File: config.mk
export PLATFORM = sky130hd
export DESIGN_NAME = mul_rr_scheduler
export DESIGN_NICKNAME = d
export VERILOG_FILES = /design/src/rtl/mul_rr_scheduler_pkg.sv /design/src/rtl/mul_rr_scheduler_arbiter.sv /design/src/rtl/mul_rr_scheduler.sv
export SDC_FILE = /design/constraint.sdc
export NUM_CORES = 1
export LEC_CHECK = 0
export BUFFER_PORTS_ARGS = -buffer_cell sky130_fd_sc_hd__buf_2
export CAP_MARGIN = 10
export CORE_MARGIN = 4
export CORE_UTILIZATION = 25
export DETAILED_ROUTE_END_ITERATION = 10
export PLACE_DENSITY = 0.63
export SYNTH_ARGS = -nofsm -noshare
export SYNTH_HDL_FRONTEND = slang
export SYNTH_SLANG_ARGS = --single-unit
File: constraint.sdc
create_clock -name clk -period 2.8 [get_ports clk]
set_clock_uncertainty 0.1 [all_clocks]
set_input_delay 0.14 -clock clk [delete_from_list [all_inputs] [get_ports clk]]
set_output_delay 0.14 -clock clk [all_outputs]
set_load 0.02 [all_outputs]
File: src/rtl/mul_rr_scheduler_pkg.sv
// Shared definitions for the round-robin multiplier scheduler.
//   state_e     : controller FSM states (encodings fixed so traces stay readable)
//   StateW      : FSM state register width
//   DefaultW    : default operand/product width (matches datapath data_in / P)
//   DefaultNreq : default number of requesters
package mul_rr_scheduler_pkg;

  localparam int unsigned StateW      = 3;
  localparam int unsigned DefaultW    = 16;
  localparam int unsigned DefaultNreq = 4;

  typedef enum logic [StateW-1:0] {
    StIdle  = 3'd0,
    StLoadA = 3'd1,
    StLoadB = 3'd2,
    StAdd   = 3'd3,
    StDone  = 3'd4
  } state_e;

endpackage

File: src/rtl/mul_rr_scheduler_arbiter.sv
// Combinational round-robin arbiter.
//   req_i   : per-requester request levels
//   ptr_i   : highest-priority index for this pick
//   gnt_o   : one-hot grant (all zero when nothing requests)
//   idx_o   : index of the granted requester
//   valid_o : some requester was granted
module mul_rr_scheduler_arbiter #(
  parameter int unsigned NREQ = 4,
  parameter int unsigned IDW  = 2
) (
  input  logic [NREQ-1:0] req_i,
  input  logic [IDW-1:0]  ptr_i,
  output logic [NREQ-1:0] gnt_o,
  output logic [IDW-1:0]  idx_o,
  output logic            valid_o
);

  always_comb begin
    int unsigned cand;
    logic [IDW-1:0] cand_idx;
    cand     = 0;
    cand_idx = '0;
    gnt_o    = '0;
    idx_o    = '0;
    valid_o  = 1'b0;
    // Scan ptr, ptr+1, ... wrapping at NREQ; first hit wins.
    for (int unsigned k = 0; k < NREQ; k++) begin
      cand     = (32'(ptr_i) + k) % NREQ;
      cand_idx = IDW'(cand);
      if (!valid_o && req_i[cand_idx]) begin
        valid_o         = 1'b1;
        gnt_o[cand_idx] = 1'b1;
        idx_o           = cand_idx;
      end
    end
  end

endmodule

File: src/rtl/mul_rr_scheduler.sv
// Shares one repeated-addition multiplier datapath among NREQ requesters.
// A requester is picked round-robin, its A and B are loaded onto the datapath, P is
// accumulated until B reaches zero, and the product is returned tagged with the owner id.
//   clk, rst            : clock, asynchronous active-high reset
//   req                 : level requests, held until the matching done pulse
//   a_in, b_in          : per-requester operands, slice i = [i*W +: W]
//   eqz, p_in           : datapath B==0 flag and running product
//   data_bus            : datapath data_in (zero outside the load states)
//   LdA/LdB/LdP/clrP/decB : datapath strobes
//   busy                : operation in progress
//   gnt                 : one-hot owner, LOAD_A through DONE
//   done, resp_valid    : one-cycle completion pulses
//   res, resp_id        : product and owner index
module mul_rr_scheduler
  import mul_rr_scheduler_pkg::*;
#(
  parameter int unsigned NREQ = DefaultNreq,
  parameter int unsigned W    = DefaultW,
  parameter int unsigned IDW  = $clog2(NREQ)
) (
  input  logic              clk,
  input  logic              rst,
  input  logic [NREQ-1:0]   req,
  input  logic [NREQ*W-1:0] a_in,
  input  logic [NREQ*W-1:0] b_in,
  input  logic              eqz,
  input  logic [W-1:0]      p_in,
  output logic [W-1:0]      data_bus,
  output logic              LdA,
  output logic              LdB,
  output logic              LdP,
  output logic              clrP,
  output logic              decB,
  output logic              busy,
  output logic [NREQ-1:0]   gnt,
  output logic [NREQ-1:0]   done,
  output logic [W-1:0]      res,
  output logic              resp_valid,
  output logic [IDW-1:0]    resp_id
);

  state_e          state_q, state_d;
  logic [IDW-1:0]  ptr_q, ptr_d;
  logic [IDW-1:0]  owner_q, owner_d;
  logic [NREQ-1:0] gnt_q, gnt_d;
  logic [NREQ-1:0] done_q, done_d;
  logic [W-1:0]    res_q, res_d;
  logic            resp_valid_q, resp_valid_d;
  logic [IDW-1:0]  resp_id_q, resp_id_d;

  logic [NREQ-1:0] arb_gnt;
  logic [IDW-1:0]  arb_idx;
  logic            arb_valid;
  logic [W-1:0]    a_sel, b_sel;

  mul_rr_scheduler_arbiter #(
    .NREQ (NREQ),
    .IDW  (IDW)
  ) u_arbiter (
    .req_i   (req),
    .ptr_i   (ptr_q),
    .gnt_o   (arb_gnt),
    .idx_o   (arb_idx),
    .valid_o (arb_valid)
  );

  assign a_sel = a_in[int'(owner_q)*W +: W];
  assign b_sel = b_in[int'(owner_q)*W +: W];

  always_comb begin
    state_d      = state_q;
    ptr_d        = ptr_q;
    owner_d      = owner_q;
    gnt_d        = gnt_q;
    done_d       = '0;
    res_d        = res_q;
    resp_valid_d = 1'b0;
    resp_id_d    = resp_id_q;
    unique case (state_q)
      StIdle: begin
        if (arb_valid) begin
          state_d = StLoadA;
          owner_d = arb_idx;
          gnt_d   = arb_gnt;
        end
      end
      StLoadA: state_d = StLoadB;
      StLoadB: state_d = StAdd;
      StAdd: begin
        // P is final once B hits zero; capture now so res/done line up with DONE.
        if (eqz) begin
          state_d      = StDone;
          res_d        = p_in;
          resp_id_d    = owner_q;
          resp_valid_d = 1'b1;
          done_d       = NREQ'(1) << owner_q;
        end
      end
      StDone: begin
        state_d = StIdle;
        gnt_d   = '0;
        // Move past the owner so it queues behind other pending requesters.
        if (owner_q == IDW'(NREQ - 1)) begin
          ptr_d = '0;
        end else begin
          ptr_d = owner_q + IDW'(1);
        end
      end
      default: state_d = StIdle;
    endcase
  end

  always_ff @(posedge clk or posedge rst) begin
    if (rst) begin
      state_q      <= StIdle;
      ptr_q        <= '0;
      owner_q      <= '0;
      gnt_q        <= '0;
      done_q       <= '0;
      res_q        <= '0;
      resp_valid_q <= 1'b0;
      resp_id_q    <= '0;
    end else begin
      state_q      <= state_d;
      ptr_q        <= ptr_d;
      owner_q      <= owner_d;
      gnt_q        <= gnt_d;
      done_q       <= done_d;
      res_q        <= res_d;
      resp_valid_q <= resp_valid_d;
      resp_id_q    <= resp_id_d;
    end
  end

  // Strobes decode from the registered state; LdP/decB also follow eqz so the
  // datapath stops accumulating in the same cycle B reads zero.
  always_comb begin
    data_bus = '0;
    LdA      = 1'b0;
    LdB      = 1'b0;
    LdP      = 1'b0;
    clrP     = 1'b0;
    decB     = 1'b0;
    unique case (state_q)
      StLoadA: begin
        data_bus = a_sel;
        LdA      = 1'b1;
      end
      StLoadB: begin
        data_bus = b_sel;
        LdB      = 1'b1;
        clrP     = 1'b1;
      end
      StAdd: begin
        if (!eqz) begin
          LdP  = 1'b1;
          decB = 1'b1;
        end
      end
      default: ;
    endcase
  end

  assign busy       = (state_q != StIdle);
  assign gnt        = gnt_q;
  assign done       = done_q;
  assign res        = res_q;
  assign resp_valid = resp_valid_q;
  assign resp_id    = resp_id_q;

endmodule

* Yosys cells after proc, flatten, opt, wreduce, memory -nomap -nowiden
Index checks and enable logic that the tools add are counted.
** Storage, ports and cells
- Register bits after elaboration :: 34
- Logic and storage cells :: 93
** Operators by class
- Magnitude comparators :: 8
- Add/subtract/negate cells :: 4
- Equal/unequal tests :: 7
- Bitwise operators :: 3
- Reduce and logical (&&, ||, !) cells :: 17
- Multiplexer cells :: 43
- Shift operators :: 3
** Operator list (count)
- $shiftx 64x7->16 :: 2
- $pmux 16 s2 :: 1
- $mux 4 :: 7
- $mux 1 :: 18
- $lt 2x3->1 const B :: 4
- $or 4x4->4 :: 3
- $pmux 3 s4 :: 1
- $mux 2 :: 5
- $bmux 1 s2 :: 4
- $demux 1 s2 :: 4
- $ge 2x1->1 const B :: 4
- $pmux 4 s2 :: 1
- $reduce_and 2->1 :: 4
- $logic_and 1x1->1 :: 7
- $eq 3x2->1 const B :: 2
- $mux 3 :: 2
- $add 2x1->2 const B :: 2
- $add 2x2->2 const B :: 2
- $ne 2x2->1 const B :: 2
- $shl 1x2->4 const A :: 1
- $eq 3x1->1 const B :: 1
- $eq 3x3->1 const B :: 1
- $logic_not 1->1 :: 3
- $logic_not 3->1 :: 1
- 3 further kinds :: 3

* Logic depth before layout (Yosys ltp)
- Depth after elaboration :: 14
- Mapped depth :: 8
- Gate-level depth less buffers :: 6

* By module
A second synthesis with hierarchy kept.
** Unflattened totals
- Cell total of the unflattened synthesis :: 217
- Area total of the unflattened synthesis :: 2805.2 µm²
** By module, submodules not included
- mul_rr_scheduler :: area each 2383.5 µm², cells an instance 172, times used 1
- mul_rr_scheduler_arbiter :: area each 421.7 µm², cells an instance 45, times used 1

* Least setup slack after synthesis
OpenSTA, ideal clock, no wires.
- Path type :: reg-to-reg
- Start point :: register ptr_q[0]
- End point :: register gnt_q[0], in the netlist gnt[0]
- Data arrival time :: 2.429 ns
- Setup slack :: 0.205 ns
- Library setup time :: 0.066 ns
- Cell stages (with the launch flop) :: 9
- Path buffers :: 2
- Cells stage by stage :: dfrtp_1 -> buf_2 -> inv_1 -> ha_1 -> buf_6 -> or3b_1 -> a2111o_1 -> a31oi_4 -> a221o_1
** On the way
- Longest elaborated chain between the ends :: 14
- Elaborated cells between the ends (all ways) :: 52
** Ends and longest elaborated chain
- start, declared :: line mul_rr_scheduler.sv:43 : logic [IDW-1:0] ptr_q, ptr_d;
- start signal, assigned :: line mul_rr_scheduler.sv:125 : ptr_q <= ptr_d;
- parallel branches: the longest is 14 deep, another holds $lt 2x3->1
- end signal, assigned :: line mul_rr_scheduler.sv:127 : gnt_q <= gnt_d;
- end, declared :: line mul_rr_scheduler.sv:45 : logic [NREQ-1:0] gnt_q, gnt_d;
Parallel ways; which one is timed is not known. The select of a mux whose other input is x is not followed.
A chain may end at the register's enable or synchronous reset.

* Worst setup path after layout
- Start point :: register state_q[0]
- End point :: output data_bus[3]
** On the way
- Longest elaborated chain between the ends :: 2
- Elaborated cells between the ends (all ways) :: 3
** Ends and longest elaborated chain
- start, declared :: line mul_rr_scheduler.sv:42 : state_e state_q, state_d;
- start signal, assigned :: line mul_rr_scheduler.sv:115 : state_q <= StIdle;
- start signal, assigned :: line mul_rr_scheduler.sv:124 : state_q <= state_d;
- $eq 3x2->1 / $eq 3x1->1 (equally long branches) :: line mul_rr_scheduler.sv:144 : unique case (state_q)
- $pmux 16 s2 (*) :: line mul_rr_scheduler.sv:144
- end, declared :: line mul_rr_scheduler.sv:28 : output logic [W-1:0] data_bus,
Mark *: on every way between the ends. The rest lies on a longest branch, timed or not.

==> results <==
- The critical path is of the reg2out type.
- The maximum single-stage delay on the critical path is 0.60 ns.
- The clock transition at the registers of the reported paths is 0.07 ns.
- The final hold violation count came to 0.
- The portion of the post-synthesis area used by sequential elements is 30.4%.
- The average instance in the mapped netlist occupies 11.0 µm².
- The worst-skew pair later-pin latency is 0.28 ns.
- For flop-to-flop paths, the worst setup slack is 0.57 ns.
- The run finished with clean final reports.
- In this run, synthesis inferred 0 flip-flops with an integrated enable.
- For this run, design rule violations remaining after detail routing come to 0.
- Row generation in the floorplan step produced 38 rows.
- By area, the combinational part of the netlist is dominated by multiplexers.
- For this run the aggregate overflow at the end of global routing stands at 0.
- nand2_1 is the most common cell in the netlist.
- The HPWL after detailed placement is 8.29 mm.
- The endpoint identified for the worst register-to-register timing path is gnt[2].
- The Yosys warning count is 0.
- The total setup buffers inserted after CTS is 0.
- Dividing total power by cell area gives a power density of 980 nW/µm².
- Synthesis produced a netlist whose cell count is 255.
- Among all stages on the critical path, the largest delay is contributed by nor2_2.
- The compound-gate portion of the synthesized area is 13.6%.
- The endpoint class of the critical path is a primary output.
- The pin count of the biggest net entering global routing is 36.
- The post-synthesis cell type count is 41.
- The share of synthesized area in the top cell type comes to 30.4%.
- For this run, the leading register cell type out of synthesis is dfrtp_1.
- The die area is 12900 µm².
- Measured against its own limit, the worst slew margin works out to 49.6%.
- Measured along the y axis, the die boundary spans 114 µm.
- The number of I/O port buffers is 199.
- For this design the top-level I/O count stands at 200.
- The final layout net count is 627.
- After detailed routing, the average wire length per cell comes to 17.3 µm.
- The sink count of the clock tree is 34.
- The share of post-route cells with drive strength above 1 is 55.1%.
- Using the TritonRoute via totals, the vias-per-cell ratio works out to 4.84.
- In this run the worst hold path is classified as in2reg.
- At the end of routability-driven placement, the weighted congestion stood at 0.890.
- Setup slack closes at 0.316 ns.
- The area growth from synthesis to layout is 49.6%.
- The signal arrival time at the worst endpoint is 2.24 ns.
- The final-report setup violation count is 0.
- The effective utilization at floorplan is 25.7%.
- Yosys attributes the largest share of cell area to dfrtp_1, mux4_2, nand2_1.
- The nature of the critical path startpoint is a register.
- After synthesis, the most frequently instantiated cells are nand2_1, mux4_2, dfrtp_1.
- The number of global-route vias before repair came to 3094.
- The highest net fanout along the worst path is 16.
- Summing the areas of all and, or, nand and nor instances in the mapped netlist gives 15.3% of the synthesized area.
- Setup total negative slack on the finished layout was measured at 0 ns.
- The number of H-tree levels is 2.
- Summing the areas of all fa, ha and maj instances in the mapped netlist gives 5.37% of the synthesized area.
- The violation count after the first detailed-route iteration is 241.
- The ratio of final minimum period to clock period is 88.7%.
- The first-pass GRT wire length is 16.1 mm.
- The worst hold path startpoint is eqz.
- For hold timing, the worst endpoint is state_q[1].
- The synthesized design spends more area on one cell type than any other, namely dfrtp_1.
- For the finished layout, the period the worst path requires is 2.48 ns.
- The number of max-slew violations in the final report is 0.
- The synthesized design contains 34 register bits.
- The number of violations of the max-capacitance limit is 0.
- The top achievable clock speed is 403 MHz.
- The depth of the most critical reg-to-reg path is 6.
- The worst hold path passes through 2 cells.
- Wires add up to 10.5 mm.
- Across the VDD grid, the largest voltage drop is 438 µV.
- The slew of the pin with the lowest slew margin is 0.755 ns.
- The cell area after synthesis is 2800 µm².
- The worst flop-to-flop path startpoint is ptr_q[0].
- In this run the clock root is driven by a clkbuf_8.
- The pre-CTS setup slack is 0.574 ns.
- The iteration count of the initial detailed-routing pass is 4.
- The analysis attributes to cell leakage a power of 2.13 nW.
- The synthesized netlist devotes 0% of its cell area to XOR and XNOR gates.
- The number of clock buffers inserted by TritonCTS is 5.
- The number of antenna violations at the first check in global routing is 0.
- Setup repair after global routing left no endpoint under its margin.
- The total number of vias is 2932.
- TritonCTS built the clock tree.
- The longest clock path from root to sink contains 2 buffers.
- Hold is met by 0.0334 ns.
- When the netlist entered floorplanning its net count stood at 418.
- Walking the worst path, the cells encountered are nor3b_1 > nor2_1 > nor2_2 > a22o_1 > buf_2.
- In this run, post-CTS repair resized a total of 0 instances.
- The core region is 10900 µm².
- The required arrival time at the worst endpoint is 2.56 ns.
- The residual antenna-violating net count after detailed routing is 0.
- Multiplexer cells account for 29.3% of the synthesized area.
- The overall global routing resource usage is 15.5%.
- The overall die width is 114 µm.
- For this run, asynchronously set or reset flops after synthesis account for 100%.
per-stage QoR:
step | area, µm² | power (mW) | util [%] | instances
final | 4180 | 4.10 | 38.4 | 606
after global routing | 4180 | 4.45 | 38.4 | 605
after CTS | 4180 | 4.15 | 38.4 | 605
after detailed placement | 3930 | 3.76 | 36.0 | 580
after global placement | 3930 | 3.70 | 36.0 | 580
after floorplan | 2800 | 2.92 | - | 255
worst max-delay path by stage:
stage / start / to / slack [ns] / cells past startpoint
finish: state_q[0] / data_bus[3] / 0.32 / 5
global route: state_q[0] / data_bus[2] / 0.07 / 5
CTS: state_q[0] / data_bus[3] / 0.27 / 5
detailed placement: ptr_q[0] / gnt[2] / 0.57 / 7
global placement: ptr_q[0] / gnt[2] / 0.63 / 6
floorplan: ptr_q[0] / gnt[0] / 0.20 / 8
layout by cell type, fill, tap and decap left out, types with 8 or more instances in the layout:
master         Yosys  layout
nand2_1           56      56
mux4_2            35      35
nor2_1             8       8
inv_1             12      12
dfrtp_1           34      33
a21oi_1            8       8
buf_2             14     199
a22o_1            16      16
dlygate4sd3_1      0      17
ha_1              12      12
kinds of logic (layout without fill, tap and decap cells):
logic type,after synthesis,count (layout)
AOI/OAI and AO/OA,48,48
adders and majority gates,12,12
buffers and inverters,34,244
DFF,34,34
muxes,38,38
other,0,1
and+or+nand+nor,89,89
cell type report:
class,instances,area [µm²]
flip-flops and latches,34,852
clock buffers,6,72.6
clock inverters,2,13.8
multi-input cells,187,1780
repair buffers,224,1240
fillers,1083,6700
well taps,140,175
diodes,1,2.50
inverters,12,45.0
metal layers:
layer,global-route usage [%],vias to the layer above,part of all wire [%]
met4,4.17,0,1.3
met2,24.9,123,50
met3,4.99,18,8.5
met1,20.2,1413,40
met5,0,-,0
li1,-,1378,-
timing repair:
action,4_1_cts,5_1_grt
setup endpoints to repair,0,0
hold endpoints to repair,50,0
hold buffers,17,0
report_power, final:
group          internal [mW]  switching, mW  total, mW
combinational           1.28           1.63       2.91
clock                  0.175          0.173      0.348
sequential             0.694          0.145      0.839
total                   2.15           1.95       4.10
worst max-delay path: cells and delay by family, from the launching register on:
family | cells | cell delay, ns
simple gates | 3 | 1.05
flops | 1 | 0.47
compound gates | 1 | 0.28
buf+inv | 1 | 0.17
state kept, by name, summed over array words and instances (netlist names):
signal	flops
gnt	4
res	16
ptr_q	2
state_q	3
resp_valid	1
owner_q	2
resp_id	2
done	4
Note: power is estimated with default switching activity, not from simulation.
